File: src/rtl/sram_sched_pkg.sv
// Shared types for the SRAM request scheduler: FSM state encoding and the
// command FIFO entry layout.
package sram_sched_pkg;

  typedef enum logic [1:0] {
    ST_IDLE    = 2'd0,
    ST_WRITE   = 2'd1,
    ST_READ    = 2'd2,
    ST_CAPTURE = 2'd3
  } sched_state_e;

  typedef struct packed {
    logic        we;
    logic [15:0] addr;
    logic [7:0]  wdata;
  } fifo_entry_t;

endpackage

File: src/rtl/sram_sched_fifo.sv
// Circular command FIFO for the SRAM scheduler. Ready is decoded from the
// registered occupancy only, so a same-cycle pop never frees a full slot early.
module sram_sched_fifo
  import sram_sched_pkg::*;
#(
  parameter int unsigned DEPTH = 4
) (
  input  logic        clk,
  input  logic        rst,
  input  logic        push_i,
  input  fifo_entry_t push_data_i,
  output logic        ready_o,
  input  logic        pop_i,
  output fifo_entry_t head_o,
  output logic        empty_o
);

  localparam int unsigned PW = $clog2(DEPTH);
  localparam int unsigned CW = PW + 1;
  localparam logic [PW-1:0] PTR_ONE  = PW'(1);
  localparam logic [CW-1:0] CNT_ONE  = CW'(1);
  localparam logic [CW-1:0] CNT_ZERO = CW'(0);
  localparam logic [CW-1:0] CNT_FULL = CW'(DEPTH);

  fifo_entry_t   mem_q [DEPTH];
  logic [PW-1:0] wr_ptr_q;
  logic [PW-1:0] rd_ptr_q;
  logic [CW-1:0] count_q;
  logic          push_s;
  logic          pop_s;

  assign ready_o = (count_q != CNT_FULL);
  assign empty_o = (count_q == CNT_ZERO);
  assign push_s  = push_i && ready_o;
  assign pop_s   = pop_i && !empty_o;
  assign head_o  = mem_q[rd_ptr_q];

  // Entry storage carries no reset; occupancy alone says what is valid.
  always_ff @(posedge clk) begin
    if (push_s) begin
      mem_q[wr_ptr_q] <= push_data_i;
    end
  end

  always_ff @(posedge clk or posedge rst) begin
    if (rst) begin
      wr_ptr_q <= {PW{1'b0}};
      rd_ptr_q <= {PW{1'b0}};
      count_q  <= CNT_ZERO;
    end else begin
      if (push_s) begin
        wr_ptr_q <= wr_ptr_q + PTR_ONE;
      end
      if (pop_s) begin
        rd_ptr_q <= rd_ptr_q + PTR_ONE;
      end
      case ({push_s, pop_s})
        2'b10:   count_q <= count_q + CNT_ONE;
        2'b01:   count_q <= count_q - CNT_ONE;
        default: count_q <= count_q;
      endcase
    end
  end

endmodule

File: src/rtl/sram_req_scheduler.sv
// Queues read/write requests and replays them one at a time onto an SRAM
// controller. Optional completion counters: define SRAM_SCHED_STATS_EN.
module sram_req_scheduler
  import sram_sched_pkg::*;
#(
  parameter int unsigned DEPTH     = 4,
  parameter int unsigned RD_CYCLES = 2,
  parameter int unsigned WR_CYCLES = 1
) (
  input  logic        clk,
  input  logic        rst,
  input  logic        req_valid,
  output logic        req_ready,
  input  logic        req_we,
  input  logic [15:0] req_addr,
  input  logic [7:0]  req_wdata,
  output logic        rsp_valid,
  output logic [7:0]  rsp_data,
  output logic [15:0] mem_address,
  output logic [7:0]  mem_data_in,
  output logic        mem_read_en,
  output logic        mem_write_en,
  input  logic [7:0]  mem_rdata,
  output logic        busy,
  output logic [15:0] rd_count,
  output logic [15:0] wr_count
);

  localparam logic [15:0] RD_LAST = 16'(RD_CYCLES - 1);
  localparam logic [15:0] WR_LAST = 16'(WR_CYCLES - 1);

  sched_state_e state_q;
  logic [15:0]  cyc_q;
  logic [15:0]  mem_address_q;
  logic [7:0]   mem_data_q;
  logic         rd_en_q;
  logic         wr_en_q;
  logic         rsp_valid_q;
  logic [7:0]   rsp_data_q;

  fifo_entry_t  push_entry_s;
  fifo_entry_t  head_s;
  logic         fifo_empty_s;
  logic         pop_s;

  assign push_entry_s = '{we: req_we, addr: req_addr, wdata: req_wdata};
  assign pop_s        = (state_q == ST_IDLE) && !fifo_empty_s;

  sram_sched_fifo #(
    .DEPTH(DEPTH)
  ) u_fifo (
    .clk        (clk),
    .rst        (rst),
    .push_i     (req_valid),
    .push_data_i(push_entry_s),
    .ready_o    (req_ready),
    .pop_i      (pop_s),
    .head_o     (head_s),
    .empty_o    (fifo_empty_s)
  );

  // Command sequencer; enables are set on the entry edge so each is high for
  // exactly its cycle budget, and returning through IDLE guarantees a gap.
  always_ff @(posedge clk or posedge rst) begin
    if (rst) begin
      state_q       <= ST_IDLE;
      cyc_q         <= 16'd0;
      mem_address_q <= 16'd0;
      mem_data_q    <= 8'd0;
      rd_en_q       <= 1'b0;
      wr_en_q       <= 1'b0;
      rsp_valid_q   <= 1'b0;
      rsp_data_q    <= 8'd0;
    end else begin
      rsp_valid_q <= 1'b0;
      case (state_q)
        ST_IDLE: begin
          if (!fifo_empty_s) begin
            mem_address_q <= head_s.addr;
            mem_data_q    <= head_s.wdata;
            if (head_s.we) begin
              state_q <= ST_WRITE;
              wr_en_q <= 1'b1;
              cyc_q   <= WR_LAST;
            end else begin
              state_q <= ST_READ;
              rd_en_q <= 1'b1;
              cyc_q   <= RD_LAST;
            end
          end
        end
        ST_WRITE: begin
          if (cyc_q == 16'd0) begin
            wr_en_q <= 1'b0;
            state_q <= ST_IDLE;
          end else begin
            cyc_q <= cyc_q - 16'd1;
          end
        end
        ST_READ: begin
          if (cyc_q == 16'd0) begin
            rd_en_q <= 1'b0;
            state_q <= ST_CAPTURE;
          end else begin
            cyc_q <= cyc_q - 16'd1;
          end
        end
        ST_CAPTURE: begin
          rsp_data_q  <= mem_rdata;
          rsp_valid_q <= 1'b1;
          state_q     <= ST_IDLE;
        end
        default: begin
          rd_en_q <= 1'b0;
          wr_en_q <= 1'b0;
          state_q <= ST_IDLE;
        end
      endcase
    end
  end

  assign mem_address  = mem_address_q;
  assign mem_data_in  = mem_data_q;
  assign mem_read_en  = rd_en_q;
  assign mem_write_en = wr_en_q;
  assign rsp_valid    = rsp_valid_q;
  assign rsp_data     = rsp_data_q;
  assign busy         = (state_q != ST_IDLE) || !fifo_empty_s;

`ifdef SRAM_SCHED_STATS_EN
  logic [15:0] rd_count_q;
  logic [15:0] wr_count_q;
  logic        rd_done_s;
  logic        wr_done_s;

  assign rd_done_s = (state_q == ST_CAPTURE);
  assign wr_done_s = (state_q == ST_WRITE) && (cyc_q == 16'd0);

  // Saturating completion counters, updated on the same edge as the event.
  always_ff @(posedge clk or posedge rst) begin
    if (rst) begin
      rd_count_q <= 16'd0;
      wr_count_q <= 16'd0;
    end else begin
      if (rd_done_s && (rd_count_q != 16'hFFFF)) begin
        rd_count_q <= rd_count_q + 16'd1;
      end
      if (wr_done_s && (wr_count_q != 16'hFFFF)) begin
        wr_count_q <= wr_count_q + 16'd1;
      end
    end
  end

  assign rd_count = rd_count_q;
  assign wr_count = wr_count_q;
`else
  assign rd_count = 16'd0;
  assign wr_count = 16'd0;
`endif

endmodule

File: config.mk
export PLATFORM = sky130hd
export DESIGN_NAME = sram_req_scheduler
export DESIGN_NICKNAME = d
export VERILOG_FILES = /design/src/rtl/sram_sched_pkg.sv /design/src/rtl/sram_sched_fifo.sv /design/src/rtl/sram_req_scheduler.sv
export SDC_FILE = /design/constraint.sdc
export NUM_CORES = 1
export LEC_CHECK = 0
export BUFFER_PORTS_ARGS = -buffer_cell sky130_fd_sc_hd__buf_2
export CELL_PAD_IN_SITES_DETAIL_PLACEMENT = 0
export CELL_PAD_IN_SITES_GLOBAL_PLACEMENT = 2
export CORE_UTILIZATION = 35
export CTS_CLUSTER_DIAMETER = 120
export DETAILED_ROUTE_END_ITERATION = 10
export GPL_TIMING_DRIVEN = 0
export PLACE_DENSITY = 0.67
export SYNTH_ARGS = -nofsm -noshare
export SYNTH_HDL_FRONTEND = slang
export SYNTH_HIERARCHICAL = 1
export SYNTH_SLANG_ARGS = --single-unit
export TNS_END_PERCENT = 5
File: constraint.sdc
create_clock -name clk -period 3.1 [get_ports clk]
set_input_delay 0.31 -clock clk [delete_from_list [all_inputs] [get_ports clk]]
set_output_delay 0.31 -clock clk [all_outputs]
set_load 0.005 [all_outputs]
==> impl_metrics.toml <==
[route]
final_antenna_net_count = 0
drc_errors = 0
first_pass_iters = 4
vias_per_cell = 4.67
drtIter0Drc = 101
vias = 3595
wire_per_inst_um = 16.3
wl_mm = 12.5

[worst_setup_path]
start_kind = "flip-flop"
required_ps = 3450
end_kind = "flip-flop"
cp.arrival_ps = 3020
critPathMaxFanout = 10
crit_type = "flip-flop to flip-flop"

[floorplanning]
design.portCount = 105
initial_utilization_pct = 35.6
die_area_um2 = 19500
core_um2 = 18600
die_width_um = 140
die_y_um = 140
rows = 50

[layout]
drive_above_1_share_pct = 40.6
mostFrequentLayoutCells = "edfxtp_1 (100), buf_2 (76), dfrtp_1 (60)"
final_common_cell = "edfxtp_1"
area_growth_pct = 21.6
final_core_util_pct = 43.3
final_nets = 568

[placed_design]
place_congestion = 0.718
numPortBuffers = 72
hpwl_mm = 8.11

[logic_synthesis]
ys.flop_type = "edfxtp_1"
synth_seq_area_share_pct = 67.8
synth-async-reset-ratio_pct = 37.5
yosysWarnings = 6
syn_area_um2 = 6650
synth_edf_count = 100
synth_cells = 395
yosysUniqueCellTypes = 41
ys_ff_latch = 160
syn_area_per_cell_um2 = 16.8

[clocking]
h-tree-depth = 4
cts_buffer_depth = 2
numCtsBuffers = 17
cts_root_buf = "clkbuf_16"
clock_latency_ps = 420
path_clk_slew_ps = 70
cts_tree = "yes"
clock_sinks = 160

[timing]
worstMarginPinSlew_ps = 813
slew_headroom_pct = 45.4
hold_violations = 0
period_share_pct = 86.3
whs_ps = 98.5
drv_slew = 0
finalClockSkew_ps = 6.75
fmax_ghz = 0.374
min_period_ps = 2680
rsz0062_at_grt = "no"
setup_viol = 0

[grt]
overflow = 0
antenna_found_initial = 0
grt_pass1_wl_mm = 20.1
grt_pass1_vias = 3636
grt_use_total_pct = 13.9
grt_max_degree = 34

[outcome]
status = "finished, final reports clean"

[pwr]
clock_power_share_pct = 26.3
combPwrFrac_pct = 34.2
power_frac_seq_pct = 39.5
powerDensity_nw_per_um2 = 1010
ir_drop_mv = 0.477
power.leakage_uw = 0.00326
power.internal_uw = 5600
p_switching_uw = 2590
p_sw_share_pct = 31.6

[min_path]
min_path_type = "input pin to flip-flop"

[flow_run]
cap_violations = 0
path summary, 6_finish.rpt:
check / cells after the start / endpoint / slack, ps / startpoint
setup / recovery: 12 / u_fifo/count_q[2]$_DFFE_PP0P_ / 420 / state_q[0]$_DFFE_PP0P_
hold / removal: 1 / u_fifo/mem_q[2][8]$_DFFE_PP_ / 100 / req_addr[0]
setup reg to reg: 12 / u_fifo/count_q[2]$_DFFE_PP0P_ / 420 / state_q[0]$_DFFE_PP0P_
hold reg to reg: 1 / rsp_data[3]$_DFFE_PP0P_ / 500 / rsp_data[3]$_DFFE_PP0P_
max in group asynchronous: 4 / cyc_q[11]$_DFFE_PP0P_ / 2010 / rst
min in group asynchronous: 3 / u_fifo/wr_ptr_q[0]$_DFFE_PP0P_ / 380 / rst
Yosys cell counts (all sizes together), types with 3 or more instances:
library cell,instances,area share [%]
a21oi,5,0.38
nand3,6,0.45
edfxtp,100,45
nand2,9,0.51
mux4,25,8.5
xnor2,3,0.40
nor3,3,0.23
inv,14,0.79
and3,5,0.55
nand3b,3,0.34
clkbuf,3,0.17
dfrtp,60,23
o21ai,6,0.45
buf,39,4.2
nor2,22,1.2
nor4,4,0.38
ha,10,1.9
xor2,15,2.0
mux2,35,6.0
nand4,6,0.56
per-layer routing:
layer	global-route usage (%)	up-vias	share of wire, %
met2	23.6	89	51
met1	16.9	1819	43
met4	3.99	0	1.1
met5	0	-	0
met3	4.75	14	5.1
li1	-	1673	-
final cells by class:
cell class,instances,area [um^2]
Fill cell,1693,10600
Sequential cell,160,4500
Multi-Input combinational cell,210,1920
Clock buffer,17,425
Timing Repair Buffer,76,405
Buffer,42,294
Tap cell,234,293
Clock inverter,15,184
Inverter,14,52.6
Antenna cell,1,2.50
worst max-delay path: stages (launching register included):
cell,delay [ps]
dfrtp_1,410
inv_1,90
ha_1,240
inv_1,140
nor2_4,150
clkbuf_4,300
o31a_2,240
ha_1,190
inv_1,60
fa_1,370
xor2_1,150
nor2_1,110
xor2_1,150
power groups by stage:
| stage | registers, uW | logic, uW | clock network (uW) |
|---|---|---|---|
| floorplan | 3230 | 1990 | 0 |
| global placement | 3270 | 2780 | 0 |
| detailed placement | 3290 | 2830 | 0 |
| CTS | 3250 | 2850 | 2210 |
| global route | 3320 | 3130 | 2290 |
| finish | 3240 | 2800 | 2160 |
kinds of logic after synthesis:
logic type | count (synthesis) | synth area share (%)
DFF | 160 | 67.8
and+or+nand+nor | 70 | 6.08
muxes | 61 | 14.6
buffers and inverters | 56 | 5.18
AOI/OAI and AO/OA | 18 | 1.73
xor gates and xnor gates | 18 | 2.37
adders and majority gates | 11 | 2.18
other | 1 | 0.0564
state kept, by name, indices dropped and copies added, names as in the netlist, 2 cells and up:
name	cells
rsp_data	8
mem_data_in	8
mem_address	16
u_fifo/rd_ptr_q	2
u_fifo/wr_ptr_q	2
u_fifo/count_q	3
u_fifo/mem_q	100
state_q	2
cyc_q	16
metrics by stage:
stage / instance area [um^2] / worst slack [ps] / power (uW) / std cells / setup TNS, ps
3_5_place_dp: 7430 / -417 / 6130 / 733 / -639
4_1_cts: 8060 / 49.9 / 8320 / 766 / 0
5_1_grt: 8080 / 218 / 8730 / 768 / 0
2_1_floorplan: 6760 / 404 / 5230 / 426 / 0
6_report: 8080 / 424 / 8190 / 769 / 0
3_3_place_gp: 7410 / -357 / 6050 / 732 / -508
timing repair:
item,4_1_cts,5_1_grt
pin swaps,0,1
gates resized for setup,2,1
setup endpoints to repair,2,1
setup buffers,0,2
hold endpoints to repair,27,0
hold buffers,1,0
Note: power is estimated with default switching activity, not from simulation.
